===== config.mk =====
export PLATFORM = sky130hd
export DESIGN_NAME = serial_adder
export DESIGN_NICKNAME = d
export VERILOG_FILES = /design/src/rtl/serial_adder_pkg.sv /design/src/rtl/full_adder.sv /design/src/rtl/half_adder.sv /design/src/rtl/serial_adder.sv
export VERILOG_INCLUDE_DIRS = /design/src /design/src/rtl
export SDC_FILE = /design/constraint.sdc
export NUM_CORES = 1
export LEC_CHECK = 0
export CAP_MARGIN = 10
export CORE_MARGIN = 8
export CORE_UTILIZATION = 50
export CTS_BUF_LIST = sky130_fd_sc_hd__clkbuf_16
export CTS_CLUSTER_DIAMETER = 150
export DETAILED_ROUTE_END_ITERATION = 12
export PLACE_DENSITY = 0.77
export SYNTH_ARGS = -nofsm -noshare
export SYNTH_HDL_FRONTEND = slang
export SYNTH_SLANG_ARGS = --single-unit

===== constraint.sdc =====
create_clock -name clk -period 1.8 [get_ports clk]
set_clock_uncertainty 0.15 [all_clocks]
set_input_delay 0.36 -clock clk [delete_from_list [all_inputs] [get_ports clk]]
set_output_delay 0.36 -clock clk [all_outputs]
set_load 0.03 [all_outputs]

===== src/rtl/adder_defs.vh =====
// rtl/adder_defs.vh - shared state encodings and default operand width for serial_adder
`ifndef ADDER_DEFS_VH
`define ADDER_DEFS_VH

`define SA_ST_IDLE       2'b00
`define SA_ST_RUN        2'b01
`define SA_ST_DONE       2'b10
`define SA_DEFAULT_WIDTH 8

`endif


===== src/rtl/serial_adder_pkg.sv =====
// rtl/serial_adder_pkg.sv - state type and defaults for serial_adder
`include "adder_defs.vh"

package serial_adder_pkg;

   localparam int DEFAULT_WIDTH = `SA_DEFAULT_WIDTH;

   typedef enum logic [1:0] {
      ST_IDLE = `SA_ST_IDLE,
      ST_RUN  = `SA_ST_RUN,
      ST_DONE = `SA_ST_DONE
   } state_t;

endpackage


===== src/rtl/full_adder.sv =====
// rtl/full_adder.sv - one-bit full adder built from two half adders and an OR
module full_adder (
   input  logic x,
   input  logic y,
   input  logic ci,
   output logic s,
   output logic co
);

   logic w_s0;
   logic w_c0;
   logic w_c1;

   half_adder u_ha0 (
      .i_a (x),
      .i_b (y),
      .o_s (w_s0),
      .o_c (w_c0)
   );

   half_adder u_ha1 (
      .i_a (w_s0),
      .i_b (ci),
      .o_s (s),
      .o_c (w_c1)
   );

   assign co = w_c0 | w_c1;

endmodule


===== src/rtl/half_adder.sv =====
// rtl/half_adder.sv - one-bit half adder
module half_adder (
   input  logic i_a,
   input  logic i_b,
   output logic o_s,
   output logic o_c
);

   assign o_s = i_a ^ i_b;
   assign o_c = i_a & i_b;

endmodule


===== src/rtl/serial_adder.sv =====
// rtl/serial_adder.sv - bit-serial adder, LSB first, one full-adder cell per clock
module serial_adder
   import serial_adder_pkg::*;
#(
   parameter int WIDTH = DEFAULT_WIDTH
) (
   input  logic             clk,
   input  logic             rst_n,
   input  logic             start,
   input  logic [WIDTH-1:0] a,
   input  logic [WIDTH-1:0] b,
   input  logic             cin,
   output logic             busy,
   output logic             done,
   output logic [WIDTH-1:0] sum,
   output logic             cout
);

   localparam int CNT_W = $clog2(WIDTH + 1);
   localparam logic [CNT_W-1:0] LAST_BIT = CNT_W'(WIDTH - 1);

   state_t           r_state;
   logic [WIDTH-1:0] r_a;
   logic [WIDTH-1:0] r_b;
   logic [WIDTH-1:0] r_sum;
   logic [CNT_W-1:0] r_cnt;
   logic             r_carry;
   logic             r_cout;
   logic             r_busy;
   logic             r_done;
   logic             w_s;
   logic             w_co;

   full_adder u_fa (
      .x  (r_a[0]),
      .y  (r_b[0]),
      .ci (r_carry),
      .s  (w_s),
      .co (w_co)
   );

   // Operands shift right so bit i sits at position 0 on the i-th RUN edge;
   // sum bits enter at the MSB and reach position i after WIDTH shifts.
   always_ff @(posedge clk or negedge rst_n) begin
      if (!rst_n) begin
         r_state <= ST_IDLE;
         r_a     <= '0;
         r_b     <= '0;
         r_sum   <= '0;
         r_cnt   <= '0;
         r_carry <= 1'b0;
         r_cout  <= 1'b0;
         r_busy  <= 1'b0;
         r_done  <= 1'b0;
      end else begin
         case (r_state)
            ST_IDLE: begin
               r_done <= 1'b0;
               if (start) begin
                  r_a     <= a;
                  r_b     <= b;
                  r_carry <= cin;
                  r_sum   <= '0;
                  r_cout  <= 1'b0;
                  r_cnt   <= '0;
                  r_busy  <= 1'b1;
                  r_state <= ST_RUN;
               end
            end
            ST_RUN: begin
               r_a     <= r_a >> 1;
               r_b     <= r_b >> 1;
               r_sum   <= {w_s, r_sum[WIDTH-1:1]};
               r_carry <= w_co;
               r_cnt   <= r_cnt + CNT_W'(1);
               if (r_cnt == LAST_BIT) begin
                  r_cout  <= w_co;
                  r_busy  <= 1'b0;
                  r_done  <= 1'b1;
                  r_state <= ST_DONE;
               end
            end
            ST_DONE: begin
               r_done  <= 1'b0;
               r_state <= ST_IDLE;
            end
            default: begin
               r_busy  <= 1'b0;
               r_done  <= 1'b0;
               r_state <= ST_IDLE;
            end
         endcase
      end
   end

   assign busy = r_busy;
   assign done = r_done;
   assign sum  = r_sum;
   assign cout = r_cout;

endmodule

======== Word-level counts from Yosys, hierarchy flattened ========
Index checks and enable logic that the tools add are counted.
storage, ports and cells
  register bits after elaboration ......... 34
  output and inout port bits .............. 11
  logic and storage cells ................. 48
cells by class
  add/subtract/negate cells ............... 1
  eq/ne operators ......................... 5
  muxes and demuxes ....................... 21
  bitwise logic cells ..................... 6
  reduce and logical (&&, ||, !) cells .... 6
operators by type and width
  cell                   number
  $pmux W8 S2            3
  $mux W8                3
  $pmux W4 S2            1
  $mux W1                7
  $reduce_and A3 Y1      2
  $add A4 B1 Y4 const B  1
  $eq A4 B3 Y1 const B   1
  $mux W2                2
  $mux W4                1
  $ne A2 B2 Y1 const B   2
  $pmux W1 S2            2
  $pmux W2 S2            1
  $reduce_and A2 Y1      2
  $pmux W1 S3            1
  $and A1 B1 Y1          2
  $eq A2 B1 Y1 const B   1
  $eq A2 B2 Y1 const B   1
  $logic_not A2 Y1       1
  $reduce_bool A2 Y1     1
  $xor A1 B1 Y1          2
  $not A1 Y1             1
  $or A1 B1 Y1           1

======== Logic depth before layout (Yosys ltp) ========
Gate-level depths: netlist of run 1.
  depth in word-level cells ............... 5
  mapped depth ............................ 6
  gate-level depth less buffers ........... 4

======== By module ========
A second synthesis of run 1 with hierarchy kept.
second synthesis, totals
  cells, all modules ...................... 151
  area, all modules ....................... 1,677.9 um2
by module, submodules not included
  module        instances  cells each  area each (um2)  sequential area each (um2)
  serial_adder  1          148         1,646.6          850.8
  half_adder    2          1           12.5             0.0
  full_adder    1          1           6.3              0.0

======== Worst setup path after synthesis of run 1 ========
No wires, ideal clock.
  kind .................................... register -> register
  from .................................... reg r_carry
  to ...................................... reg r_cout, in the netlist cout
  library setup time ...................... 0.116 ns
  data arrival time ....................... 1.084 ns
  setup slack ............................. 0.451 ns
  stages on the path, launching flop included .. 4
  clock period less this slack ............ 1.349 ns
  cells stage by stage .................... dfrtp_1 -> inv_1 -> fa_1 -> o311ai_0
on the way
  cells in the longest elaborated chain, start to end .. 4
ends and longest elaborated chain
  item                    RTL line            text
  from (decl)             serial_adder.sv:27  logic r_carry;
  from (signal assigned)  serial_adder.sv:62  r_carry <= cin;
  from (signal assigned)  serial_adder.sv:74  r_carry <= w_co;
  $and A1 B1 Y1           half_adder.sv:10    assign o_c = i_a & i_b;
  $or A1 B1 Y1            full_adder.sv:28    assign co = w_c0 | w_c1;
  $mux W1                 serial_adder.sv:76  if (r_cnt == LAST_BIT) begin
  $pmux W1 S2             serial_adder.sv:56  case (r_state)
  to (signal assigned)    serial_adder.sv:77  r_cout <= w_co;
  to (decl)               serial_adder.sv:28  logic r_cout;
Every way passes these cells. The select of a mux whose other input is x is not followed.
A chain may end at the register's enable or synchronous reset.

======== Worst setup path after layout of run 1 ========
  from .................................... reg r_cout, in the netlist cout
  to ...................................... out cout
RTL lines
  item       RTL line            text
  to (decl)  serial_adder.sv:16  output logic cout
No word-level cell between the ends.

==> results of run 1 <==
-- kinds of logic (layout without fill, tap and decap cells) --
group	count (synthesis)	count (layout)	share of synthesized area
buf+inv	16	52	0.07387
mux	1	1	0.006854
flops	34	34	0.5179
compound gates	66	66	0.2582
fa+ha+maj	2	2	0.01980
simple gates	35	35	0.1234
-- worst register-to-register path: stages (launching register included) --
cell and delay, ns:
dfrtp_1 0.69, nor2b_4 0.10, buf_4 0.23, a22oi_1 0.18
o21ai_1 0.08
-- state kept, by name, summed over array words and instances, names as in the netlist --
name and count:
r_state 2, r_b 8, r_cnt 4, r_carry 1
done 1, sum 8, cout 1, r_a 8
busy 1
-- layout make-up --
cell class	count	area [sq um]
Sequential cell	34	850.8
Fill cell	272	1161
Multi-Input combinational cell	104	670.6
Clock buffer	5	125.1
Timing Repair Buffer	41	369.1
Clock inverter	3	12.51
Inverter	3	11.26
Tap cell	46	57.56
-- path summary, 6_finish.rpt --
| path | to | slack, ns | depth (start not counted) |
|---|---|---|---|
| max in group asynchronous | r_state[0] | 0.86 | 2 |
| worst min-delay path | r_cnt[3] | 0.34 | 2 |
| min in group clk | sum[0] | 0.34 | 1 |
| worst max register to register | r_b[4] | 0.25 | 4 |
| worst min register to register | sum[0] | 0.34 | 1 |
| worst max-delay path | cout | 0.23 | 1 |
-- Yosys cell counts, types with 2 or more instances --
cell / instances / share of area
o21ai_0: 3 / 0.0091
nand2_1: 7 / 0.016
nand3_1: 2 / 0.0061
o21ai_1: 16 / 0.049
buf_4: 4 / 0.018
a2bb2oi_1: 2 / 0.011
dfrtp_1: 34 / 0.52
a22o_1: 9 / 0.048
nor2b_1: 9 / 0.034
and2b_1: 6 / 0.027
clkbuf_1: 2 / 0.0046
nand3b_1: 2 / 0.0091
inv_1: 3 / 0.0069
buf_6: 6 / 0.041
a21oi_1: 16 / 0.049
nor2_1: 6 / 0.014
a22oi_1: 14 / 0.064
-- where the power goes --
group / total, W / switching [W] / internal (W)
clock network: 0.000796 / 0.000297 / 0.000499
logic: 0.00118 / 0.000646 / 0.000536
registers: 0.00127 / 0.000238 / 0.00103
-- per-layer routing --
layer / global-route usage / up-vias / share of wire
met1: 0.1693 / 611 / 0.42
li1: - / 623 / -
met5: 0 / - / 0
met4: 0.07317 / 0 / 0.018
met2: 0.2443 / 47 / 0.48
met3: 0.06003 / 6 / 0.082
-- metrics by stage --
step,cell area (sq um),power (W),hold WS (ns),worst slack [ns]
floorplan,1643,0.002142,-0.08559,0.4506
global placement,1973,0.002486,0.3239,0.05859
detailed placement,1973,0.002543,0.3386,0.02918
CTS,2097,0.003281,0.3450,0.2187
global route,2097,0.003469,0.3565,0.1013
finish,2097,0.003250,0.3361,0.2321
==> key figures, run 1 <==
Run status
  – Status: finished, final reports clean

STA
  – Setup TNS: 0 ns
  – Worst Max-Slew Pin Slew: 0.5497 ns
  – RSZ-0062 raised after global routing: false
  – Fin crit share: 0.8711
  – Post-route minimum period: roughly 1.6 ns
  – Fmax: 637.8 MHz
  – Slew Limit Fails: 0
  – Setup-failing EPs final: 0
  – Endpoints failing hold: 0
  – Slew headroom: 0.6335

Worst setup path
  – WP data arrival: 1.06 ns
  – CP endpoint kind: output pin
  – CP Launch Type: flop
  – Crit path buffers/inverters: 1
  – Delay-heaviest family, CP: buffers and inverters
  – CP peak stage delay: 0.41 ns
  – Crit-path slowest cell: dlygate4sd2_1
  – Worst-path fanout max: 3
  – Req. time, crit path: 1.29 ns
  – CP Class: flop to output pin
  – CP startpoint: cout
  – Worst r2r src: r_state[1]
  – CP cell instances: dlygate4sd2_1

CTS
  – TritonCTS Buffers: 5
  – Root buffer cell: clkbuf_16
  – Sink Count: 34
  – Worst-skew pair later-pin latency: 0.28 ns
  – CTS tree: built
  – Resize count post-CTS: 11
  – H-tree levels: 2
  – CTS max path bufs: 2
  – Clock transition at path regs: 0.05 ns
  – Post-CTS Hold Buffers: 0
  – Post-CTS setup buffer count: 0

Synth
  – Synthesized flop and latch total: 34
  – Post-Syn Area: 1643 sq um
  – Ys async rst share: 1.000
  – Register area share after synthesis: 0.5179
  – Post-Syn Area per Cell: 10.67 sq um
  – Synth Flop Type: dfrtp_1
  – Synth warn: 0
  – Cells after Synth: 154
  – EDFF count, synth: 0
  – Distinct cell type count after synthesis: 30
  – Synthesized Nets: around 180

Global routing
  – Largest net degree at the start of global routing: 35
  – Total GRT Usage: 0.1511
  – Number of antenna violations at the first check in global routing: 0
  – Vias in the first global route: 1339
  – First-pass GRT wire length: 6175 um
  – GRT Residual Overflow: 0

Layout
  – Most common cell after layout, fill and taps aside: dfrtp_1
  – Finished Layout Cells: approximately 240
  – Most frequent cells in the layout: dfrtp_1 (34), clkdlybuf4s50_1 (19), a21oi_1 (16), o21ai_1 (16), a22oi_1 (14)
  – Nets@finish: 211
  – Diodes inserted: 0
  – Fraction of layout cells with a size suffix above 1: 0.1000
  – Area Growth Syn to Fin: 27.65%
  – Util after Layout: 0.6436

Floorplan
  – Initial Utilization: 0.5042
  – I/O Pins: 31
  – Cell Rows: 21
  – Chip height: 73.32 um
  – Die area: ~5400 sq um
  – Core footprint: 3258 sq um
  – Die X: 73.32 um

Power and ir drop
  – Maximum VDD drop: 680.2 uV
  – Static Leakage: 0.9532 nW
  – Pwr/cell area: 1550 nW/um^2

Drt
  – Initial DRC Count: 77
  – Final WL: between 3000 and 4000 um
  – DR pass1 iterations: 5
  – Antenna Nets Post-Route: 0
  – Detail-routed net length per standard cell: 15.16 um
  – Via density: between 5 and 6
  – DRC Markers: 0
  – Via count: 1287

Place
  – HPWL Detailed: 2576 um
  – GP Congestion: around 0.83
  – Port bufs: 30
  – Cells after DPL: 228

Run
  – Maximum Capacitance Violations: 0

Min path
  – Worst hold path class: primary input to asynchronous set/reset pin
No activity file was read; power rests on OpenSTA's default activity.
==> inputs of run 2 (changes only) <==
REMOVE_ABC_BUFFERS = 1   (was unset)
SKIP_CTS_REPAIR_TIMING = 1   (was unset)
==> key figures, run 2 (same netlist as run 1, synthesis figures left out) <==
Worst setup path
  – Req. time, crit path: 1.85 ns (was 1.29 ns)
  – WP data arrival: 1.65 ns (was 1.06 ns)
  – Crit path buffers/inverters: 1 (unchanged)
  – Crit-path slowest cell: dfrtp_1 (was dlygate4sd2_1)
  – CP cell instances: nor2b_4, buf_4, a22oi_1, o21ai_1 (was dlygate4sd2_1)
  – Worst reg2reg setup slack: 0.20 ns (was 0.25 ns)
  – CP startpoint: r_state[1] (was cout)
  – CP endpoint kind: flop (was output pin)
  – Crit Reg-Reg Endpoint: r_b[3] (was r_b[4])
  – CP Class: flop to flop (was flop to output pin)
  – Delay-heaviest family, CP: flip-flops (was buffers and inverters)
  – CP Launch Type: flop (unchanged)
  – Worst-path fanout max: 14 (was 3)
  – CP peak stage delay: 0.56 ns (was 0.41 ns)
  – R2R depth: 4 (unchanged)
  – Worst r2r src: r_state[1] (unchanged)

STA
  – RSZ-0062 raised after global routing: false (unchanged)
  – Fin crit share: 0.8870 (was 0.8711)
  – Worst Max-Slew Pin Slew: 0.5193 ns (was 0.5497 ns)
  – Slew headroom: 0.6538 (was 0.6335)
  – Slew Limit Fails: 0 (unchanged)
  – Post-route minimum period: 1.597 ns (was 1.568 ns)
  – Setup-failing EPs final: 0 (unchanged)
  – Endpoints failing hold: 0 (unchanged)
  – Fmax: 626.3 MHz (was 637.8 MHz)

CTS
  – Sink Count: 34 (unchanged)
  – CTS tree: built (unchanged)
  – TritonCTS Buffers: 5 (unchanged)
  – H-tree levels: 2 (unchanged)
  – Clock transition at path regs: 0.05 ns (about the same)
  – CTS max path bufs: 2 (unchanged)
  – Worst-skew pair later-pin latency: 0.28 ns (about the same)
  – Root buffer cell: clkbuf_16 (unchanged)

Run status
  – Status: finished, final reports clean (unchanged)

Power and ir drop
  – Total power: 0.003313 W (was 0.003250 W)
  – Maximum VDD drop: 629.3 uV (was 680.2 uV)
  – Pwr/cell area: 1549 nW/um^2 (was 1550 nW/um^2)
  – Static Leakage: 1.071 nW (was 0.9532 nW)

Global routing
  – First-pass GRT wire length: 6120 um (was 6175 um)
  – Number of antenna violations at the first check in global routing: 0 (unchanged)
  – Total GRT Usage: 0.1490 (was 0.1511)
  – GRT Residual Overflow: 0 (unchanged)
  – Largest net degree at the start of global routing: 35 (unchanged)
  – Vias in the first global route: 1366 (was 1339)

Drt
  – Detail-routed net length per standard cell: 15.32 um (was 15.16 um)
  – Via count: 1286 (was 1287)
  – Final WL: 3616 um (was 3577 um)
  – DRC Markers: 0 (unchanged)
  – Via density: 5.449 (was 5.453)
  – DR pass1 iterations: 4 (was 5)
  – Initial DRC Count: 67 (was 77)
  – Antenna Nets Post-Route: 0 (unchanged)

Layout
  – Diodes inserted: 0 (unchanged)
  – Fin area: 2138 sq um (was 2097 sq um)
  – FILL cells: 279 (was 272)
  – Fraction of layout cells with a size suffix above 1: 0.1000 (unchanged)
  – Most frequent cells in the layout: dfrtp_1 (34), clkdlybuf4s50_1 (19), a21oi_1 (16), o21ai_1 (16), a22oi_1 (14) (unchanged)
  – Most common cell after layout, fill and taps aside: dfrtp_1 (unchanged)
  – Area Growth Syn to Fin: 30.16% (was 27.65%)
  – Nets@finish: 211 (unchanged)

Place
  – GP Congestion: 0.7980 (was 0.8335)
  – Port bufs: 30 (unchanged)
  – Post-DP Area: 1973 sq um (unchanged)
  – HPWL Detailed: 2567 um (was 2576 um)

Floorplan
  – Die area: 5376 sq um (unchanged)
  – Die X: 73.32 um (unchanged)
  – Initial Utilization: 0.5042 (unchanged)
  – Chip height: 73.32 um (unchanged)
  – I/O Pins: 31 (unchanged)
  – Core footprint: 3258 sq um (unchanged)
  – Cell Rows: 21 (unchanged)

Min path
  – Worst hold path class: primary input to asynchronous set/reset pin (unchanged)

Run
  – Maximum Capacitance Violations: 0 (unchanged)
## run 2: per-stage QoR
stage	setup slack [ns]	TNS (ns)	utilization	hold WS (ns)	cells
floorplan	0.06028	0	-	-0.08559	141
global placement	0.07439	0	0.6056	0.3243	228
detailed placement	-0.02018	-0.02018	0.6056	0.3347	228
CTS	-0.08145	-0.4304	0.6478	0.3418	236
global route	0.07708	0	0.6563	0.3750	236
finish	0.2033	0	0.6563	0.3382	236
## run 2: layout make-up
cell class	count	area [sq um]	area share
inverters	3	11.26	0.005266
flip-flops and latches	34	850.8	0.3979
well taps	46	57.56	0.02692
multi-input cells	104	670.6	0.3136
clock inverters	3	12.51	0.005851
repair buffers	41	410.4	0.1919
clock buffers	5	125.1	0.05851
## run 2: per-layer routing
layer / vias to the layer above / GRT usage / part of all wire
li1: 625 / - / -
met1: 622 / 0.1689 / 0.46
met2: 33 / 0.2463 / 0.47
met3: 6 / 0.05593 / 0.051
met4: 0 / 0.05987 / 0.014
met5: - / 0 / 0
## run 2: how the worst max path moves through the flow
stage,end,slack (ns),cells past startpoint
after global routing,r_b[3],0.08,4
after CTS,cout,-0.08,1
final,r_b[3],0.20,4
after global placement,r_a[4],0.07,5
after floorplan,r_a[1],0.06,3
after detailed placement,r_a[5],-0.02,5
## run 2: report_power, final
| group | leakage [nW] | internal (W) | switching [W] |
|---|---|---|---|
| clock | 0.0724 | 0.000499 | 0.000295 |
| combinational | 0.558 | 0.000592 | 0.000662 |
| sequential | 0.440 | 0.00103 | 0.000230 |
| total | 1.07 | 0.00213 | 0.00119 |
==> inputs of run 3 (changes only) <==
CELL_PAD_IN_SITES_DETAIL_PLACEMENT = 0   (was unset)
CELL_PAD_IN_SITES_GLOBAL_PLACEMENT = 1   (was unset)
CORE_UTILIZATION = 40   (was 50)
PLACE_DENSITY = unset   (was 0.77)
PLACE_DENSITY_LB_ADDON = 0.1   (was unset)
==> key figures, run 3 (same netlist as run 1, synthesis figures left out) <==
Run
  – Maximum Capacitance Violations: 0 (unchanged)

Drt
  – DRC Markers: 0 (unchanged)
  – Detail-routed net length per standard cell: 15.26 um (was 15.32 um)
  – Initial DRC Count: 70 (was 67)
  – DR pass1 iterations: 4 (unchanged)
  – Via density: 5.450 (was 5.449)
  – Via count: 1308 (was 1286)
  – Final WL: 3663 um (was 3616 um)
  – Antenna Nets Post-Route: 0 (unchanged)

CTS
  – TritonCTS Buffers: 5 (unchanged)
  – CTS max path bufs: 2 (unchanged)
  – Sink Count: 34 (unchanged)
  – Clock transition at path regs: 0.05 ns (about the same)
  – H-tree levels: 2 (unchanged)
  – Root buffer cell: clkbuf_16 (unchanged)
  – CTS tree: built (unchanged)
  – Worst-skew pair later-pin latency: 0.27 ns (was 0.28 ns)

Floorplan
  – Initial Utilization: 0.4137 (was 0.5042)
  – Die X: 80.09 um (was 73.32 um)
  – Core footprint: 3971 sq um (was 3258 sq um)
  – Cell Rows: 23 (was 21)
  – I/O Pins: 31 (unchanged)
  – Die area: 6414 sq um (was 5376 sq um)
  – Chip height: 80.09 um (was 73.32 um)

Power and ir drop
  – Maximum VDD drop: 684.1 uV (was 629.3 uV)
  – Static Leakage: 1.089 nW (was 1.071 nW)
  – Pwr/cell area: 1584 nW/um^2 (was 1549 nW/um^2)
  – Flop pwr share: 0.365 (was 0.382)
  – Switching Share: 0.3420 (was 0.3583)
  – Psw: 0.001190 W (was 0.001187 W)
  – Internal: 0.002289 W (was 0.002126 W)
  – Combinational share of power: 0.362 (was 0.379)
  – Clock share of power: 0.274 (was 0.239)

STA
  – Fin crit share: 0.8560 (was 0.8870)
  – Worst Max-Slew Pin Slew: 0.3702 ns (was 0.5193 ns)
  – Setup TNS: 0 ns (unchanged)
  – Worst hold slack: 0.3040 ns (was 0.3382 ns)
  – Fmax: 649.0 MHz (was 626.3 MHz)
  – Slew headroom: 0.7532 (was 0.6538)
  – RSZ-0062 raised after global routing: false (unchanged)
  – Endpoints failing hold: 0 (unchanged)
  – Setup-failing EPs final: 0 (unchanged)
  – Slew Limit Fails: 0 (unchanged)
  – Post-route minimum period: 1.541 ns (was 1.597 ns)

Min path
  – Worst hold path class: primary input to asynchronous set/reset pin (unchanged)

Worst setup path
  – CP cell instances: clkdlybuf4s50_1, nor2b_1, buf_4, a21oi_1, o21ai_1 (was nor2b_4, buf_4, a22oi_1, o21ai_1)
  – CP endpoint kind: flop (unchanged)
  – Req. time, crit path: 1.84 ns (was 1.85 ns)
  – Delay-heaviest family, CP: buffers and inverters (was flip-flops)
  – Worst reg2reg setup slack: 0.29 ns (was 0.20 ns)
  – Worst-path fanout max: 12 (was 14)
  – Crit Reg-Reg Endpoint: r_a[2] (was r_b[3])
  – R2R depth: 4 (unchanged)
  – Worst path depth: 5 (was 4)
  – Crit-path slowest cell: clkdlybuf4s50_1 (was dfrtp_1)
  – Worst r2r src: r_state[0] (was r_state[1])
  – CP Launch Type: primary input (was flop)
  – CP peak stage delay: 0.58 ns (was 0.56 ns)
  – CP Class: primary input to flop (was flop to flop)
  – WP data arrival: 1.58 ns (was 1.65 ns)
  – Crit path buffers/inverters: 2 (was 1)

Layout
  – Util after Layout: 0.5529 (was 0.6563)
  – Most frequent cells in the layout: dfrtp_1 (34), clkdlybuf4s50_1 (19), a21oi_1 (16), o21ai_1 (16), a22oi_1 (14) (unchanged)
  – Nets@finish: 211 (unchanged)
  – Fraction of layout cells with a size suffix above 1: 0.1105 (was 0.1000)
  – Finished Layout Cells: 240 (was 236)
  – Diodes inserted: 0 (unchanged)
  – Fin area: 2196 sq um (was 2138 sq um)
  – Area Growth Syn to Fin: 33.66% (was 30.16%)
  – Most common cell after layout, fill and taps aside: dfrtp_1 (unchanged)
  – FILL cells: 370 (was 279)

Global routing
  – First-pass GRT wire length: 6120 um (unchanged)
  – Total GRT Usage: 0.1186 (was 0.1490)
  – Largest net degree at the start of global routing: 35 (unchanged)
  – Vias in the first global route: 1294 (was 1366)
  – GRT Residual Overflow: 0 (unchanged)
  – Number of antenna violations at the first check in global routing: 0 (unchanged)

Run status
  – Status: finished, final reports clean (unchanged)

Place
  – Cells after DPL: 232 (was 228)
  – Port bufs: 30 (unchanged)
  – Post-DP Area: 2003 sq um (was 1973 sq um)
  – HPWL Detailed: 2497 um (was 2567 um)
  – GP Congestion: 0.7881 (was 0.7980)
run 3: changes by cell type in the layout (fill, tap and decap cells not counted), sizes merged:
| cell | before | now |
|---|---|---|
| inv | 4 | 3 |
| bufinv | 0 | 1 |
run 3: power by group through the flow:
stage                     logic, W  clock network [W]  registers, W
after CTS                  0.00130           0.000978       0.00127
after global placement     0.00127                  0       0.00126
after detailed placement   0.00129                  0       0.00127
after global routing       0.00139            0.00101       0.00131
after floorplan           0.000580                  0       0.00144
final                      0.00126           0.000952       0.00127
run 3: per-stage QoR:
stage	setup slack [ns]	power [W]
2_1_floorplan	0.06028	0.002018
3_3_place_gp	0.01124	0.002533
3_5_place_dp	-0.02247	0.002566
4_1_cts	-0.06964	0.003548
5_1_grt	0.1724	0.003710
6_report	0.2592	0.003479
run 3: worst max-delay path by stage:
stage                     from      to  slack (ns)
global route        r_state[0]  r_a[2]        0.17
CTS                       cout    cout       -0.07
floorplan           r_state[1]  r_a[1]        0.06
detailed placement       start  r_b[4]       -0.02
finish                   start  r_a[2]        0.26
global placement         start  r_b[2]        0.01
run 3: worst register-to-register path: cells and delay by family (launching register included):
kind                   cells  cell delay [ns]
AO/OA/AOI/OAI              2             0.19
buffers and inverters      1             0.26
flip-flops                 1             0.48
AND/OR/NAND/NOR            1             0.35
run 3: area by class of cell:
| type | count | area [sq um] | area share |
|---|---|---|---|
| timing repair buffer | 41 | 435.4 | 0.1983 |
| clock buffer | 5 | 125.1 | 0.05698 |
| inverter | 3 | 11.26 | 0.005128 |
| multi-input combinational | 104 | 670.6 | 0.3054 |
| clock inverter | 3 | 40.04 | 0.01823 |
| tap | 50 | 62.56 | 0.02849 |
| sequential | 34 | 850.8 | 0.3875 |
run 3: per-layer routing:
| layer | up-vias | routed length, um | GRT usage |
|---|---|---|---|
| li1 | 624 | - | - |
| met1 | 646 | 1690 | 0.1485 |
| met2 | 34 | 1702 | 0.1827 |
| met3 | 4 | 237 | 0.04576 |
| met4 | 0 | 32 | 0.03818 |
| met5 | - | 0 | 0 |
==> patch 1, RTL diff (settings of run 1) <==
Set the macro `SA_DEFAULT_WIDTH` to 16 (it was 8).
--- a/src/rtl/adder_defs.vh
+++ b/src/rtl/adder_defs.vh
@@ -5,7 +5,7 @@
 `define SA_ST_IDLE       2'b00
 `define SA_ST_RUN        2'b01
 `define SA_ST_DONE       2'b10
-`define SA_DEFAULT_WIDTH 8
+`define SA_DEFAULT_WIDTH 16
 
 `endif
 
Ports: changed (resized a, b and sum); port bits go from 31 to 55. No check against the original RTL was run, so the function may have changed too.
==> patch 1 against run 1 <==
Sequential cell count increased by 25. Count of clock-buffer cells in the layout increased by 4. Synthesized cell count rose by 73%. Synthesized area increased by 68%. Combinational power rose by 96%. Power rose by 92%. Die area up 51%. Setup slack lost 0.13 ns. Design area up 77%. Wire length is 82% higher. Worst hold slack lost 0.0045 ns. Non-clock buffer count grew 27. Critical endpoint is now cout.
==> patch 1: results (changes against run 1) <==
DP Area -> 3410 sq um (was 1970 sq um)
syn nets -> 305 (was 176)
Leak -> 1.68 nW (was 0.953 nW)
reg-to-reg endpoint -> cout (was r_b[4])
Seq/Total Area, Yosys -> 53.6% (was 51.8%)
synth top area cells -> dfrtp_1 (54%), a22oi_1 (8.2%), o21ai_1 (6.0%) (was dfrtp_1 (52%), a22oi_1 (6.4%), a21oi_1 (4.9%))
DP Wirelength -> 4230 um (was 2580 um)
fill count -> 425 (was 272)
GPL Wtd Cong -> 0.757 (was 0.834)
RR Startpoint -> r_cnt[0] (was r_state[1])
global-route wire length before repair -> 11,000 um (was 6180 um)
worst-skew pair later-pin latency -> 0.32 ns (was 0.28 ns)
share of cells above drive strength 1 -> 9.76% (was 10.0%)
Num CTS Buffers -> 9 (was 5)
outcome -> complete, no violations (unchanged)
Placement Setup Slack -> -0.0775 ns (was 0.0292 ns)
max-slew headroom at the worst pin -> 73.9% (was 63.4%)
Gate Count Post-Synth -> 266 (was 154)
initial antenna violation count -> 0 (unchanged)
hold crit path type -> reg2reg (was in2async)
top cells by count, synth -> dfrtp_1 (59), o21ai_1 (33), a21oi_1 (31), a22oi_1 (30), nor2b_1 (23) (was dfrtp_1 (34), a21oi_1 (16), o21ai_1 (16), a22oi_1 (14))
H-tree Lvls -> 3 (was 2)
number of DRC markers in iteration 0 -> 183 (was 77)
CP top delay family -> adder cells (was buffers and inverters)
Post-Layout Cell Count -> 400 (was 236)
Crit Path Max Fanout -> 4 (was 3)
final WL -> 6510 um (was 3580 um)
via density per instance -> 5.66 (was 5.45)
CP Data Arrival Time -> 1.76 ns (was 1.06 ns)
I/O Buffers -> 54 (was 30)
largest net degree at the start of global routing -> 60 (was 35)
R2R cell count -> 6 (was 4)
patch 1: cell type report:
type	count	area (sq um)	area share [%]
sequential	59	1480	39.8
multi-input combinational	179	1140	30.8
timing repair buffer	68	669	18.0
clock buffer	9	225	6.07
tap	72	90.1	2.43
clock inverter	7	83.8	2.26
inverter	6	22.5	0.607
patch 1: how the worst max path moves through the flow:
stage,start,end,slack [ns],depth (start not counted)
finish,r_cnt[0],cout,0.10,6
global route,r_cnt[0],cout,0.01,6
CTS,r_cnt[0],cout,0.08,6
detailed placement,start,r_b[1],-0.08,5
global placement,start,r_b[2],0.02,5
floorplan,r_cnt[0],cout,0.22,6
patch 1: layer usage:
layer	routed length, um	part of all wire (%)	track usage [%]	vias to the layer above
li1	-	-	-	1078
met1	2760	42	19.3	1106
met2	3240	50	26.1	65
met3	373	5.7	6.82	16
met4	142	2.2	8.18	0
met5	0	0	0	-
patch 1: power by group:
group | internal (mW) | total (mW) | switching, mW | leakage (nW)
clock | 1.19 | 1.76 | 0.571 | 0.160
sequential | 1.80 | 2.15 | 0.353 | 0.772
combinational | 1.00 | 2.31 | 1.31 | 0.752
total | 3.99 | 6.23 | 2.24 | 1.68
patch 1: repair_timing:
item,CTS,global route
endpoints found under the hold margin,59,0
setup buffers,0,1
gates resized for setup,19,0
hold buffers,1,0
pin swaps,0,0
endpoints found under the setup margin,19,1
patch 1: cell families after synthesis:
logic type	Yosys count	share of synthesized area (%)
adders and majority gates	3	1.63
and+or+nand+nor	52	11.0
muxes	1	0.363
buffers and inverters	28	5.18
AOI/OAI and AO/OA	123	28.2
DFF	59	53.6
==> patch 2, RTL diff (flow settings as in run 1) <==
Made on the original files. Make the reset (`rst_n`) synchronous in one clocked block.
--- a/src/rtl/serial_adder.sv
+++ b/src/rtl/serial_adder.sv
@@ -41,7 +41,7 @@
 
    // Operands shift right so bit i sits at position 0 on the i-th RUN edge;
    // sum bits enter at the MSB and reach position i after WIDTH shifts.
-   always_ff @(posedge clk or negedge rst_n) begin
+   always_ff @(posedge clk) begin
       if (!rst_n) begin
          r_state <= ST_IDLE;
          r_a     <= '0;
Check against the original RTL: differs if rst_n is asserted again (counterexample within 4 cycles, from zero or initial values and one cycle with rst_n low); with rst_n held inactive, the same outputs for 10 cycles.
==> patch 2 against run 1 <==
Setup slack improved by 0.0027 ns. Highest routed layer unchanged. Sequential cell count unchanged. Synthesized area fell by 16%. Critical endpoint is now r_carry. Wire length is 4.2% lower. Design area decreased by 12%. Sequential share of layout area shrank 3.5 points. Critical path depth is 4 higher. Via count down 2.6%.
Power is not compared: it rests on default switching activity, and its combinational part moved more than twofold at a synthesized area within 25%.
==> patch 2: results (changes against run 1) <==
vias in the first global route -> 1,220 (was 1,339)
outcome -> complete, no violations (unchanged)
DP Wirelength -> 2340 um (was 2580 um)
reg-to-reg endpoint -> r_carry (was r_b[4])
via density per instance -> 5.65 (was 5.45)
Yosys cell types -> 31 (was 30)
CP Data Arrival Time -> 1.62 ns (was 1.06 ns)
compound-gate portion of the synthesized area -> 27.7% (was 25.8%)
fraction of synthesized area in multiplexers -> 0% (was 0.685%)
layout net count -> 214 (was 211)
kind of critical path -> reg2reg (was reg2out)
largest net degree at the start of global routing -> 18 (was 35)
average routed wire per standard cell -> 15.4 um (was 15.2 um)
fill count -> 237 (was 272)
top cells by count, synth -> dfxtp_1 (34), a21oi_1 (27), nand2_1 (18), o21ai_0 (14), nor2_1 (13) (was dfrtp_1 (34), a21oi_1 (16), o21ai_1 (16), a22oi_1 (14))
# resized after CTS -> 9 (was 11)
Crit Path Max Fanout -> 2 (was 3)
worst-margin pin slew -> 0.346 ns (was 0.550 ns)
Tmin final -> 1.57 ns (about the same)
Post-Synth Adder-Cell Area -> 2.36% (was 1.98%)
GR Layer Usage met3 -> 7.92% (was 6.00%)
R2R cell count -> 5 (was 4)
hold crit path type -> reg2reg (was in2async)
share of cells above drive strength 1 -> 8.90% (was 10.0%)
synth top area cells -> dfxtp_1 (49%), a21oi_1 (9.8%), a22oi_1 (5.4%) (was dfrtp_1 (52%), a22oi_1 (6.4%), a21oi_1 (4.9%))
==> patch 2: cell count changes after synthesis, sizes merged, moves of 4 or more <==
| cell | run 1 | this run |
|---|---|---|
| dfrtp | 34 | 0 |
| dfxtp | 0 | 34 |
| a21oi | 16 | 27 |
| nand2 | 7 | 18 |
| a22o | 9 | 0 |
| nor2b | 10 | 1 |
| nor2 | 6 | 13 |
| and2b | 6 | 0 |
| o21ai | 19 | 14 |
| a22oi | 14 | 10 |
==> patch 2: stage by stage <==
step | utilization [%] | std cells | hold WS (ns)
global placement | 63.8 | 216 | 0.307
global route | 68.4 | 222 | 0.351
floorplan | - | 157 | 0.295
CTS | 68.2 | 222 | 0.320
finish | 68.4 | 222 | 0.316
detailed placement | 63.8 | 216 | 0.314
==> patch 2: layout make-up <==
cell class / count / area share [%]
clock buffer: 5 / 6.81
clock inverter: 1 / 0.204
timing repair buffer: 39 / 19.7
inverter: 4 / 0.817
multi-input combinational: 108 / 33.3
sequential: 34 / 37.1
tap: 31 / 2.11
